==> src/rtl/midi_encoder.sv <==
// midi_encoder: queues note/param events and serialises them as 3-byte MIDI messages over a byte handshake.
// Optional running status (status reuse, note-off as note-on vel 0, idle expiry) under MIDI_RUNNING_STATUS_EN.
module midi_encoder #(
    parameter logic [3:0] CHANNEL        = 4'd0,
    parameter int         FIFO_DEPTH     = 4,
    parameter int         RS_IDLE_CYCLES = 25_000_000
) (
    input  logic       clk,
    input  logic       reset,
    input  logic       event_valid,
    output logic       event_ready,
    input  logic [1:0] event_kind,
    input  logic [6:0] note,
    input  logic [6:0] velocity,
    output logic       byte_valid,
    input  logic       byte_ready,
    output logic [7:0] MIDIbyte,
    output logic       busy
);
    localparam int AW = $clog2(FIFO_DEPTH);
    localparam int CW = AW + 1;

    typedef enum logic [1:0] {IDLE, SEND_STATUS, SEND_DATA1, SEND_DATA2} state_t;

    state_t        state_q, state_d;
    logic [15:0]   mem_q [FIFO_DEPTH];
    logic [15:0]   mem_d [FIFO_DEPTH];
    logic [AW-1:0] wr_q, wr_d, rd_q, rd_d;
    logic [CW-1:0] cnt_q, cnt_d;
    logic [7:0]    st_q, st_d, d1_q, d1_d, d2_q, d2_d;
    logic          push, pop, empty, full, skip;
    logic [15:0]   head;
    logic [1:0]    hkind;
    logic [7:0]    hstatus, hd2;

    assign empty       = cnt_q == '0;
    assign full        = cnt_q == CW'(FIFO_DEPTH);
    assign event_ready = !full;
    assign push        = event_valid && !full;
    assign pop         = state_q == IDLE && !empty;
    assign head        = mem_q[rd_q];
    assign hkind       = head[15:14];
    assign byte_valid  = state_q != IDLE;
    assign busy        = !empty || byte_valid;
    assign MIDIbyte    = state_q == SEND_STATUS ? st_q :
                         state_q == SEND_DATA1  ? d1_q :
                         state_q == SEND_DATA2  ? d2_q : 8'h00;

`ifdef MIDI_RUNNING_STATUS_EN
    logic [7:0]  last_q, last_d;
    logic [31:0] idle_q, idle_d;

    // Note-off travels as note-on with velocity 0 so it can share running status.
    assign hstatus = {hkind[1] ? 4'hB : 4'h9, CHANNEL};
    assign hd2     = hkind == 2'b00 ? 8'h00 : {1'b0, head[6:0]};
    assign skip    = hstatus == last_q;

    always_comb begin
        last_d = last_q;
        idle_d = idle_q;
        if (state_q == SEND_STATUS && byte_ready)
            last_d = st_q;
        if (pop)
            idle_d = '0;
        else if (state_q == IDLE && empty) begin
            if (idle_q >= 32'(RS_IDLE_CYCLES - 1))
                last_d = 8'h00;
            else
                idle_d = idle_q + 32'd1;
        end
    end

    always_ff @(posedge clk or posedge reset) begin
        if (reset) begin
            last_q <= 8'h00;
            idle_q <= '0;
        end else begin
            last_q <= last_d;
            idle_q <= idle_d;
        end
    end
`else
    logic unused_rs;

    assign unused_rs = RS_IDLE_CYCLES[0];
    assign hstatus   = {hkind[1] ? 4'hB : hkind[0] ? 4'h9 : 4'h8, CHANNEL};
    assign hd2       = {1'b0, head[6:0]};
    assign skip      = 1'b0;
`endif

    always_comb begin
        mem_d   = mem_q;
        state_d = state_q;
        st_d    = st_q;
        d1_d    = d1_q;
        d2_d    = d2_q;
        if (push)
            mem_d[wr_q] = {event_kind, note, velocity};
        wr_d  = wr_q + AW'(push);
        rd_d  = rd_q + AW'(pop);
        cnt_d = cnt_q + CW'(push) - CW'(pop);
        unique case (state_q)
            IDLE: begin
                // Reserved kinds are popped without touching the holding register.
                if (pop && hkind != 2'b11) begin
                    st_d    = hstatus;
                    d1_d    = {1'b0, head[13:7]};
                    d2_d    = hd2;
                    state_d = skip ? SEND_DATA1 : SEND_STATUS;
                end
            end
            SEND_STATUS: if (byte_ready) state_d = SEND_DATA1;
            SEND_DATA1:  if (byte_ready) state_d = SEND_DATA2;
            SEND_DATA2:  if (byte_ready) state_d = IDLE;
        endcase
    end

    always_ff @(posedge clk or posedge reset) begin
        if (reset) begin
            mem_q   <= '{default: '0};
            state_q <= IDLE;
            wr_q    <= '0;
            rd_q    <= '0;
            cnt_q   <= '0;
            st_q    <= 8'h00;
            d1_q    <= 8'h00;
            d2_q    <= 8'h00;
        end else begin
            mem_q   <= mem_d;
            state_q <= state_d;
            wr_q    <= wr_d;
            rd_q    <= rd_d;
            cnt_q   <= cnt_d;
            st_q    <= st_d;
            d1_q    <= d1_d;
            d2_q    <= d2_d;
        end
    end
endmodule

==> config.mk <==
export PLATFORM = sky130hd
export DESIGN_NAME = midi_encoder
export DESIGN_NICKNAME = d
export VERILOG_FILES = /design/src/rtl/midi_encoder.sv
export SDC_FILE = /design/constraint.sdc
export NUM_CORES = 1
export LEC_CHECK = 0
export ABC_AREA = 1
export CAP_MARGIN = 10
export CORE_MARGIN = 2
export CORE_UTILIZATION = 30
export DETAILED_ROUTE_END_ITERATION = 10
export HOLD_SLACK_MARGIN = 0.1
export PLACE_DENSITY_LB_ADDON = 0.15
export SLEW_MARGIN = 25
export SYNTH_ARGS = -nofsm -noshare
export SYNTH_HDL_FRONTEND = slang
export SYNTH_SLANG_ARGS = --single-unit
==> constraint.sdc <==
create_clock -name clk -period 2.6 [get_ports clk]
set_clock_uncertainty 0.1 [all_clocks]
set_input_delay 0.26 -clock clk [delete_from_list [all_inputs] [get_ports clk]]
set_output_delay 0.26 -clock clk [all_outputs]
set_load 0.005 [all_outputs]
==> results of run 1 <==
flip-flops by register name (all words and copies together), names as in the netlist:
register,cells
cnt_q,3
d1_q,7
d2_q,7
mem_q,64
rd_q,2
st_q,3
state_q,2
wr_q,2
routing by layer:
layer / up-vias / track usage / share of wire
met4: 0 / 0.0374 / 0.011
met2: 62 / 0.230 / 0.45
met1: 1530 / 0.201 / 0.50
li1: 1584 / - / -
met3: 10 / 0.0403 / 0.038
met5: - / 0 / 0
cell usage after synthesis, types with 2 or more instances:
master / count
nand2_1: 101
o21ai_0: 93
dfrtp_1: 90
inv_1: 47
nor2_1: 33
nand3_1: 21
o22ai_1: 14
buf_2: 12
a21oi_2: 6
clkbuf_1: 6
ha_1: 6
buf_4: 5
nand3_2: 5
xor2_1: 5
nand2_2: 3
nor2_2: 3
o21ai_1: 3
buf_6: 2
inv_2: 2
nand2_4: 2
cell usage in the layout (no fill, tap or decap), types with 3 or more instances in the layout:
cell / Yosys / routed
nand2_1: 101 / 100
o21ai_0: 93 / 93
dfrtp_1: 90 / 90
inv_1: 47 / 46
nor2_1: 33 / 32
clkdlybuf4s50_1: 0 / 30
nand3_1: 21 / 21
o22ai_1: 14 / 14
clkbuf_16: 0 / 9
buf_4: 5 / 9
a21oi_2: 6 / 6
nand3_2: 5 / 5
xor2_1: 5 / 5
ha_1: 6 / 5
nand2_2: 3 / 4
nor2_2: 3 / 4
o21ai_1: 3 / 3
area by class of cell:
type                            instances  area share
Inverter                               51      0.0397
Multi-Input combinational cell        306       0.318
Clock inverter                          4      0.0148
Sequential cell                        90       0.453
Clock buffer                           12      0.0515
Tap cell                              180      0.0453
Timing Repair Buffer                   40      0.0779
worst max-delay path, stage by stage, from the launching register on:
cell and delay [ns]:
dfrtp_1 0.41, inv_1 0.09, ha_1 0.21, clkinv_1 0.22, o221ai_1 0.26, clkdlybuf4s50_1 0.53
per-stage QoR:
| stage | area [µm²] | hold WS [ns] | utilization |
|---|---|---|---|
| floorplan | 4170 | 0.334 | - |
| global placement | 4640 | 0.352 | 0.338 |
| detailed placement | 4640 | 0.352 | 0.338 |
| CTS | 4970 | 0.215 | 0.362 |
| global route | 4980 | 0.231 | 0.363 |
| finish | 4980 | 0.209 | 0.363 |
cell families (layout without fill, tap and decap cells):
group,Yosys count,count (layout),synth area share
AND/OR/NAND/NOR,171,171,0.177
AO/OA/AOI/OAI,122,122,0.166
flip-flops,90,90,0.541
buffers and inverters,76,107,0.0808
adder cells (fa/ha/maj),7,7,0.0228
XOR/XNOR,6,6,0.0126
how the worst min path moves through the flow:
stage          slack [ns]                 from                     to
3_3_place_gp         0.35  st_q[7]$_DFFE_PP0P_    st_q[7]$_DFFE_PP0P_
2_1_floorplan        0.33  st_q[7]$_DFFE_PP0P_    st_q[7]$_DFFE_PP0P_
6_report             0.21                reset  mem_q[20]$_DFFE_PP0P_
5_1_grt              0.23                reset  mem_q[54]$_DFFE_PP0P_
4_1_cts              0.21                reset   mem_q[6]$_DFFE_PP0P_
3_5_place_dp         0.35  st_q[7]$_DFFE_PP0P_    st_q[7]$_DFFE_PP0P_
power breakdown:
| part | leakage (nW) | switching, mW | internal (mW) |
|---|---|---|---|
| combinational | 1.08 | 1.77 | 1.07 |
| clock | 0.163 | 0.541 | 0.895 |
| sequential | 1.11 | 0.359 | 2.07 |
| total | 2.36 | 2.67 | 4.03 |
==> reports/qor.txt, run 1 <==
status -> finished clean
initial core utilization -> 0.304
Mapped Avg Cell Area -> 8.82 µm²
HP Class -> in2async
pre-CTS WS -> 0.419 ns
Root Driver -> clkbuf_16
Final min period -> 2.41 ns
Pleak -> 2.36 nW
Mapped Cells -> 472
setup TNS -> 0 ns
area occupied by multi-input gates -> 1580 µm²
Tot Pwr -> 6.71 mW
critical path arrival -> 2.05 ns
final slew viol count -> 0
Worst-Skew Late Latency -> 0.34 ns
cell area after synthesis -> 4160 µm²
vias per cell -> 4.66
final count of negative-setup-slack endpoints -> 0
core area -> 13,700 µm²
Filler Cells Inserted -> 1,470
area leader, netlist -> dfrtp_1
Final nets -> 525
Seq/Total Area, Yosys -> 0.541
Final Non-Filler Cells -> 683
IO Pins -> 31
vias in the first global route -> 3,128
CTS tree -> yes
Max IR drop VDD -> 498 µV
# placed instances -> 667
largest net degree at the start of global routing -> 37
Synth async-reset ratio -> 1.00
pwr dens -> 1350 nW/µm²
register area -> 2250 µm²
DRC Markers -> 0
global-route wire length before repair -> 16.6 mm
post-CTS setup buffer count -> 0
RSZ-0062 raised after global routing -> no
Worst EP required -> 2.24 ns
R2R Path End -> cnt_q[2]$_DFF_PP0_
crit path launch type -> register
Crit Path Class -> reg2out
Row Count -> 43
Synth area leaders -> dfrtp_1 54%, o21ai_0 11%, nand2_1 9.1%
Max Cap Viol -> 0
CTS Buf Count -> 9
gr ovfl total -> 0
via count -> 3,186
Post-CTS Resized -> 0
gr usage total -> 0.147
Final Hold Vio Count -> 0
drt initial violations -> 222
Setup WS post-layout -> 0.189 ns
Clock Pin Slew Worst Setup and Hold Paths -> 0.06 ns
ys flop type -> dfrtp_1
H-tree levels -> 3
CP startpoint -> state_q[1]$_DFFE_PP0P_
Die Area -> 14,800 µm²
Post-synth EDFFs -> 0
r2r worst-path depth -> 10
post-route ant nets -> 0
post-DP HPWL -> 6.34 mm
crit share post-route -> 0.927
area delta synth->final -> 19.5%
Slew headroom -> 0.668
clk sinks -> 90
CTS Hold Bufs -> 0
clock buffer depth -> 2
port buffer count -> 30
layout cells sized above 1 -> 0.107
WL/cell -> 14.5 µm
reg2reg setup slack -> 0.39 ns
Routability Congestion -> 0.786
worst-path fanout max -> 9
Die H -> 122 µm
CP Capture Type -> output port
initial antenna violation count -> 0
Crit Reg-Reg Startpoint -> state_q[0]$_DFFE_PP0P_
Mapped Nets -> 499
Yosys reg bits -> 90
Worst-Margin Slew -> 0.498 ns
f_max -> 415 MHz
die width -> 122 µm
Yosys cell types -> 33
final WL -> 9.93 mm
drt first pass iters -> 4
top-area cell type share of the netlist area -> 0.541
Critical Path End -> MIDIbyte[4]
Synth Warn # -> 0
ant diodes -> 0
Power figures use the tool's default switching activity.
==> run 2: changes to the inputs <==
CORE_UTILIZATION = 52   (was 30)
HOLD_SLACK_MARGIN = not set   (was 0.1)
==> run 2 against run 1 <==
Compared with the run above: global-route usage grew 7.3 points; clock power shrank 27%; wire length shrank 14%; register-to-register slack is essentially flat; via count shrank 0.28%; critical path type unchanged; count of clock-buffer cells in the layout shrank 2; maximum frequency grew 0.34%; final cell count shrank 11%; die area shrank 41%.
==> reports/qor.txt, run 2 (synthesis gave the netlist of run 1 again) <==
status -> finished clean
Root Driver -> clkbuf_8
crit path launch type -> register
final WL -> 8.56 mm
area delta synth->final -> 15.0%
Comb power frac -> 0.446
Row Count -> 32
Largest regs -> mem_q: 64 flops, d1_q: 7 flops, d2_q: 7 flops
CTS tree -> yes
DRC Markers -> 0
met3 WL post-DR -> 353 µm
initial antenna violation count -> 0
routed length on met2 -> 3.96 mm
drt first pass iters -> 4
crit share post-route -> 0.924
IO Pins -> 31
pwr dens -> 1310 nW/µm²
via count -> 3,177
Worst EP required -> 2.24 ns
critical path arrival -> 2.04 ns
internal power -> 3.72 mW
register share of total power -> 0.387
core area -> 7730 µm²
Worst-Margin Slew -> 0.410 ns
drt initial violations -> 196
CTS Buf Count -> 9
commonest non-fill, non-tap cell in the layout -> nand2_1
sw power -> 2.58 mW
vias per cell -> 5.23
Final Hold Vio Count -> 0
RSZ-0062 raised after global routing -> no
CP max stage delay -> 0.53 ns
worst-path fanout max -> 9
CP Capture Type -> output port
leading cell types in the layout, fill and taps excluded -> 100 x nand2_1, 93 x o21ai_0, 90 x dfrtp_1
Clock Pin Slew Worst Setup and Hold Paths -> 0.08 ns
WL/cell -> 14.1 µm
Crit Path Class -> reg2out
Routability Congestion -> 0.756
Pleak -> 2.31 nW
clk sinks -> 90
initial core utilization -> 0.539
Final min period -> 2.40 ns
Largest register FFs -> 64
Max Cap Viol -> 0
f_max -> 416 MHz
Final nets -> 527
final count of negative-setup-slack endpoints -> 0
post-DP HPWL -> 5.66 mm
worst hold margin -> 0.150 ns
Highest Signal Layer -> met4
port buffer count -> 30
post-route ant nets -> 0
Reg with most FFs -> mem_q
largest net degree at the start of global routing -> 33
WL met1 -> 4.15 mm
Die H -> 93.5 µm
crit-path cells -> inv_1 > ha_1 > clkinv_1 > o221ai_1 > clkdlybuf4s50_1
Tot Pwr -> 6.29 mW
global-route wire length before repair -> 15.0 mm
H-tree levels -> 3
Clock power frac -> 0.167
HP Class -> in2async
setup TNS -> 0 ns
slowest stage cell, crit path -> clkdlybuf4s50_1
die width -> 93.5 µm
Worst-Skew Late Latency -> 0.35 ns
vias in the first global route -> 3,030
Die Area -> 8740 µm²
layout cells sized above 1 -> 0.111
Max IR drop VDD -> 508 µV
final slew viol count -> 0
ant diodes -> 0
clock buffer depth -> 2
switching share of power -> 0.409
CTS Hold Bufs -> 0
gr ovfl total -> 0
gr usage total -> 0.220
Slew headroom -> 0.726
## run 2: changes by cell type in the layout (fill, tap and decap cells not counted)
cell        previous run  this run
nor2_1                32        33
nor2_2                 4         3
clkbuf_1               1         0
clkbuf_8               2        10
clkinvlp_4             1         5
clkbuf_16              9         0
clkinv_4               1         0
buf_4                  9        11
clkinv_2               1         0
## run 2: path summary, 6_finish.rpt
| kind | slack, ns | depth (start not counted) | endpoint | startpoint |
|---|---|---|---|---|
| setup / recovery | 0.20 | 5 | MIDIbyte[4] | state_q[1]$_DFFE_PP0P_ |
| hold / removal | 0.15 | 2 | mem_q[15]$_DFFE_PP0P_ | reset |
| setup reg to reg | 0.38 | 10 | cnt_q[2]$_DFF_PP0_ | state_q[1]$_DFFE_PP0P_ |
| hold reg to reg | 0.37 | 2 | st_q[7]$_DFFE_PP0P_ | st_q[7]$_DFFE_PP0P_ |
| max in group asynchronous | 1.53 | 3 | rd_q[1]$_DFF_PP0_ | reset |
| min in group clk | 0.37 | 2 | st_q[7]$_DFFE_PP0P_ | st_q[7]$_DFFE_PP0P_ |
## run 2: metal layers
metal / track usage / vias up
met1: 0.325 / 1521
met3: 0.0266 / 7
met4: 0.0735 / 0
met2: 0.339 / 67
met5: 0 / -
li1: - / 1582
## run 2: repair_timing
action / 4_1_cts / 5_1_grt
buffers inserted: 0 / 1
gates resized for setup: 0 / 2
setup endpoints to repair: 0 / 7
## run 2: metrics by stage
step,worst slack [ns],instance area [µm²],std cells,utilization
2_1_floorplan,0.242,4170,472,-
3_3_place_gp,0.444,4550,590,0.589
6_report,0.197,4790,607,0.620
4_1_cts,0.0658,4780,606,0.618
5_1_grt,0.0247,4790,607,0.620
3_5_place_dp,0.393,4550,590,0.589
## run 2: critical path, delay by kind of cell (launching register included)
kind | cells | cell delay (ns)
compound gates | 1 | 0.25
buf+inv | 3 | 0.83
fa+ha+maj | 1 | 0.20
flops | 1 | 0.42
## run 2: cell type report
| class | instances | area (µm²) |
|---|---|---|
| flip-flops and latches | 90 | 2250 |
| multi-input cells | 306 | 1580 |
| clock buffers | 10 | 138 |
| inverters | 51 | 198 |
| well taps | 102 | 128 |
| clock inverters | 6 | 90.1 |
| repair buffers | 42 | 403 |
| fillers | 668 | 2940 |
## run 2: power groups by stage
stage               logic, mW  clock network (mW)  registers (mW)
floorplan                2.15                   0            2.35
global placement         2.71                   0            2.43
detailed placement       2.78                   0            2.46
CTS                      2.81                1.07            2.44
global route             3.22                1.13            2.51
finish                   2.81                1.05            2.44
==> edit 1 (settings of run 2) <==
`st_q`, `d1_q` and `d2_q` no longer have a reset.
--- a/src/rtl/midi_encoder.sv
+++ b/src/rtl/midi_encoder.sv
@@ -124,5 +124,2 @@
             cnt_q   <= '0;
-            st_q    <= 8'h00;
-            d1_q    <= 8'h00;
-            d2_q    <= 8'h00;
         end else begin
@@ -133,6 +130,9 @@
             cnt_q   <= cnt_d;
-            st_q    <= st_d;
-            d1_q    <= d1_d;
-            d2_q    <= d2_d;
         end
+    end
+
+    always_ff @(posedge clk) begin
+        st_q <= st_d;
+        d1_q <= d1_d;
+        d2_q <= d2_d;
     end
Formal check against the unedited RTL: same outputs for any inputs over 10 cycles, from zero or initial values and one cycle with reset high; that may be too few to reach the edited logic, so the function may still have changed.
==> edit 1 against run 2 <==
Non-clock buffer count is 5 lower; combinational power up 4%; register-to-register slack improved by 0.11 ns; wire length decreased by 2.9%; sequential cell count fell by 1; global-route usage shrank 2.4 points; maximum frequency is 0.61% higher; critical path type unchanged; sequential share of layout area down 0.80 points; sequential power up 8.6%; total power up 5.3%; setup slack better by 0.015 ns; synthesized area is 7.1% higher; final area up 4.2%.
==> edit 1: results (changes against run 2) <==
** Synthesis
- The sequential fraction of the synthesis area was 51.7% (-2.3 points).
- Post-Syn Instances :: 421 (-11%)
- Average cell area after synthesis :: 10.6 um^2 (+20%)
- Yosys attributes the largest share of cell area to sky130_fd_sc_hd__dfrtp_1 (41%), sky130_fd_sc_hd__o21ai_2 (13%), sky130_fd_sc_hd__edfxtp_1 (11%).
- Post-synth EDFFs :: 16 (+16)
- Unique masters post-synth :: 31 (-6.1%)
- Share of synthesized registers carrying an async set or reset :: 82.0% (-18 points)
- The post-synthesis compound-gate area fraction came to 19.3% (+2.7 points).

** Placed design
- Total placed instance area :: 4760 um^2 (+4.6%)
- Placed cell count :: 540 (-8.5%)
- Final weighted congestion in routability-driven placement :: 0.846 (+12%)

** Route
- The final wirelength was 8.31 mm (-2.9%).
- The routed wirelength normalized by instance count came to 15.0 um (+6.0%).
- The via count is 2880 (-9.3%).
- Routed wl met3 :: 261 um (-26%)
- WL met2 :: 3.77 mm (-4.8%)

** Layout
- The register share of the cell area is 46.2% (-0.80 points).
- Filler cell count :: 721 (+7.9%)
- Number of combinational gates with multiple inputs :: 271 (-11%)
- The count of non-CTS buffers in the layout is 37 (-12%).
- Layout inverter count without the clock tree :: 38 (-25%)
- Layout net count :: 473 (-10%)
- The non-clock buffer share of cell area came to 7.32% (-1.1 points).

** Worst setup path
- The highest net fanout along the worst path was 10 (+1).

** Power and ir drop
- The leakage dissipation is 2.18 nW (-5.5%).
- Cell area power density :: 1330 nW/um^2 (+1.1%)
- Seq. pwr :: 2.65 mW (+8.6%)
- Switching power share of the total :: 40.3% (-0.68 points)
- The share of total power in sequential cells is 40.0% (+1.3 points).
- Max VDD drop :: 0.559 mV (+10%)

** GRT
- The first-pass GRT wire length was 14.4 mm (-3.6%).
- The number of global-route vias before repair was 2789 (-8.0%).
- The met1 usage was 28.7% (-3.8 points).
- The met2 track utilization from global routing came to 29.2% (-4.7 points).
- The overall fraction of global-route tracks in use came to 19.6% (-2.4 points).
- The met3 layer usage reported by global route is 3.11% (+0.45 points).

** Outcome
- The flow ran to the end, and the final reports show no timing, DRC or antenna violations.
==> edit 1: cell types whose count changed after synthesis, moves of 6 or more <==
cell and change:
sky130_fd_sc_hd__nand3_1 -18, sky130_fd_sc_hd__o21ai_0 -71, sky130_fd_sc_hd__dfrtp_1 -17, sky130_fd_sc_hd__nand2_1 -66
sky130_fd_sc_hd__o21ai_2 +64, sky130_fd_sc_hd__inv_1 -14, sky130_fd_sc_hd__edfxtp_1 +16, sky130_fd_sc_hd__a21oi_2 -6
sky130_fd_sc_hd__buf_6 +10, sky130_fd_sc_hd__nand2_2 +58, sky130_fd_sc_hd__buf_2 -8
==> edit 1: worst paths after layout <==
check	end	slack, ns	cells past startpoint	start
hold reg to reg	mem_q[35]	0.38	2	mem_q[35]
hold / removal	mem_q[60]	0.19	2	reset
setup reg to reg	cnt_q[2]	0.49	8	state_q[0]
max in group asynchronous	mem_q[4]	1.49	3	reset
min in group clk	mem_q[35]	0.38	2	mem_q[35]
setup / recovery	MIDIbyte[4]	0.21	6	state_q[0]
==> edit 2 (settings of run 2) <==
Without the edit above. Change the parameter `FIFO_DEPTH` from 4 to 2.
--- a/src/rtl/midi_encoder.sv
+++ b/src/rtl/midi_encoder.sv
@@ -4,3 +4,3 @@
     parameter logic [3:0] CHANNEL        = 4'd0,
-    parameter int         FIFO_DEPTH     = 4,
+    parameter int         FIFO_DEPTH     = 2,
     parameter int         RS_IDLE_CYCLES = 25_000_000
Formal check against the unedited RTL: not equivalent (Yosys sat finds a counterexample within 4 cycles, from zero or initial values and one cycle with reset high).
==> edit 2 against run 2 <==
Setup slack improved by 0.011 ns; total power fell by 44%; sequential share of layout area shrank 0.68 points; wire length is 43% lower; critical endpoint unchanged; synthesized area decreased by 39%; global-route usage is 1.0 points lower; largest power group unchanged; sequential cell count fell by 35; critical path type unchanged; final area shrank 38%.
==> edit 2: results (changes against run 2) <==
** Outcome
- Outcome :: finished, final reports clean

** Synthesis
- Most used standard cells in the synthesized netlist :: sky130_fd_sc_hd__nand2_1 (138), sky130_fd_sc_hd__dfrtp_1 (55), sky130_fd_sc_hd__o21ai_0 (31)
- Average cell area after synthesis :: 8.18 um^2 (-7.3%)
- Ranked by total cell area, the synthesized netlist is headed by sky130_fd_sc_hd__dfrtp_1 (54%), sky130_fd_sc_hd__nand2_1 (20%), sky130_fd_sc_hd__o21ai_0 (6.1%).
- Synth Net Count :: 338 (-32%)
- The number of library cell types mapped by synthesis came to 25 (-24%).
- Sequential-to-total area share from yosys stat :: 53.9% (-0.14 points)

** GRT
- Fraction of met3 tracks used by global routing :: 4.88% (+2.2 points)
- Largest net degree at the start of global routing :: 56 (+70%)
- Via count of the first global-routing pass :: 1828 (-40%)
- The first-pass GRT wire length came to 8.65 mm (-42%).
- Global Route met1 Usage :: 31.9% (-0.65 points)
- The met2 track utilization from global routing is 30.2% (-3.7 points).

** Placed design
- Placed cell count :: 399 (-32%)
- Final weighted congestion in routability-driven placement :: 0.736 (-2.6%)
- The placed wire-length estimate is 3.29 mm (-42%).
- Post-placement setup slack :: 0.401 ns (+0.00757 ns)

** Worst setup path
- Worst reg2reg path endpoint :: cnt_q[1]
- Slowest Stage Delay on Critical Path :: 0.51 ns (-0.02 ns)
- Setup slack of the most critical reg-to-reg path :: 0.74 ns (+0.36 ns)
- The critical path starts at state_q[0].
- The worst reg-to-reg path cell count was 9 (-1).

** Layout
- The non-clock buffer share of cell area came to 11.1% (+2.7 points).
- Layout inverter count without the clock tree :: 28 (-45%)
- Layout sequential cell count :: 55 (-39%)
- Largest registers :: mem_q x32, d1_q x7, d2_q x7
- The multi-input combinational cell count was 215 (-30%).
- Clock network area share :: 2.74% (-2.0 points)
- Final cell count without fillers :: 407 (-33%)
- CLK BUF :: 7 (-3)
- Buffers excl. clock :: 34 (-19%)
- Area taken by multi-input logic gates :: 990 um^2 (-37%)
- Filler cell count :: 421 (-37%)
- Share of the final layout cell area in sequential cells :: 46.4% (-0.68 points)
- The net total in the final layout was 365 (-31%).
- Share of post-route cells with drive strength above 1 :: 6.76% (-4.3 points)

** Timing
- Slew at the pin with the worst max-slew slack :: 0.686 ns (+0.276 ns)

** Power and ir drop
- Static Leak :: 1.49 nW (-35%)
- Clock group total power :: 0.454 mW (-57%)
- The share of total power in combinational logic is 45.1% (+0.5 points).
- Max VDD drop :: 0.502 mV (-1.1%)

** CTS
- The clock insertion delay at the later pin of the skew report came to 0.31 ns (-0.04 ns).
- Number of clock buffers inserted by TritonCTS :: 5 (-4)
- CTS H-Tree Depth :: 2 (-1)

** Route
- Iter 0 DRT Violations :: 154 (-21%)
- The met1 wire length came to 2.47 mm (-41%).
- The detailed-routed wire length on met3 came to 179 um (-49%).
- Routed WL :: 4.84 mm (-43%)
[edit 2: cell types whose count changed after synthesis, sizes merged, moves of 10 or more]
cell and delta:
o22ai -14, o21ai -64, buf -10, inv -22
dfrtp -35, nor2 -34, nand2 +36
[edit 2: cell families after synthesis]
logic type	count (synthesis)	synth area share (%)
and+or+nand+nor	165	26.0
DFF	55	53.9
buffers and inverters	42	7.36
AOI/OAI and AO/OA	39	7.85
adders and majority gates	6	2.94
xor gates and xnor gates	3	1.03
muxes	2	0.883
[edit 2: per-stage QoR]
stage | util, % | power [mW] | area, um^2 | hold slack, ns
6_report | 62.9 | 3.50 | 2970 | 0.347
5_1_grt | 62.9 | 3.87 | 2970 | 0.394
4_1_cts | 62.8 | 3.52 | 2970 | 0.381
3_5_place_dp | 61.1 | 3.07 | 2890 | 0.358
3_3_place_gp | 61.1 | 3.02 | 2890 | 0.354
2_1_floorplan | - | 2.62 | 2550 | 0.277
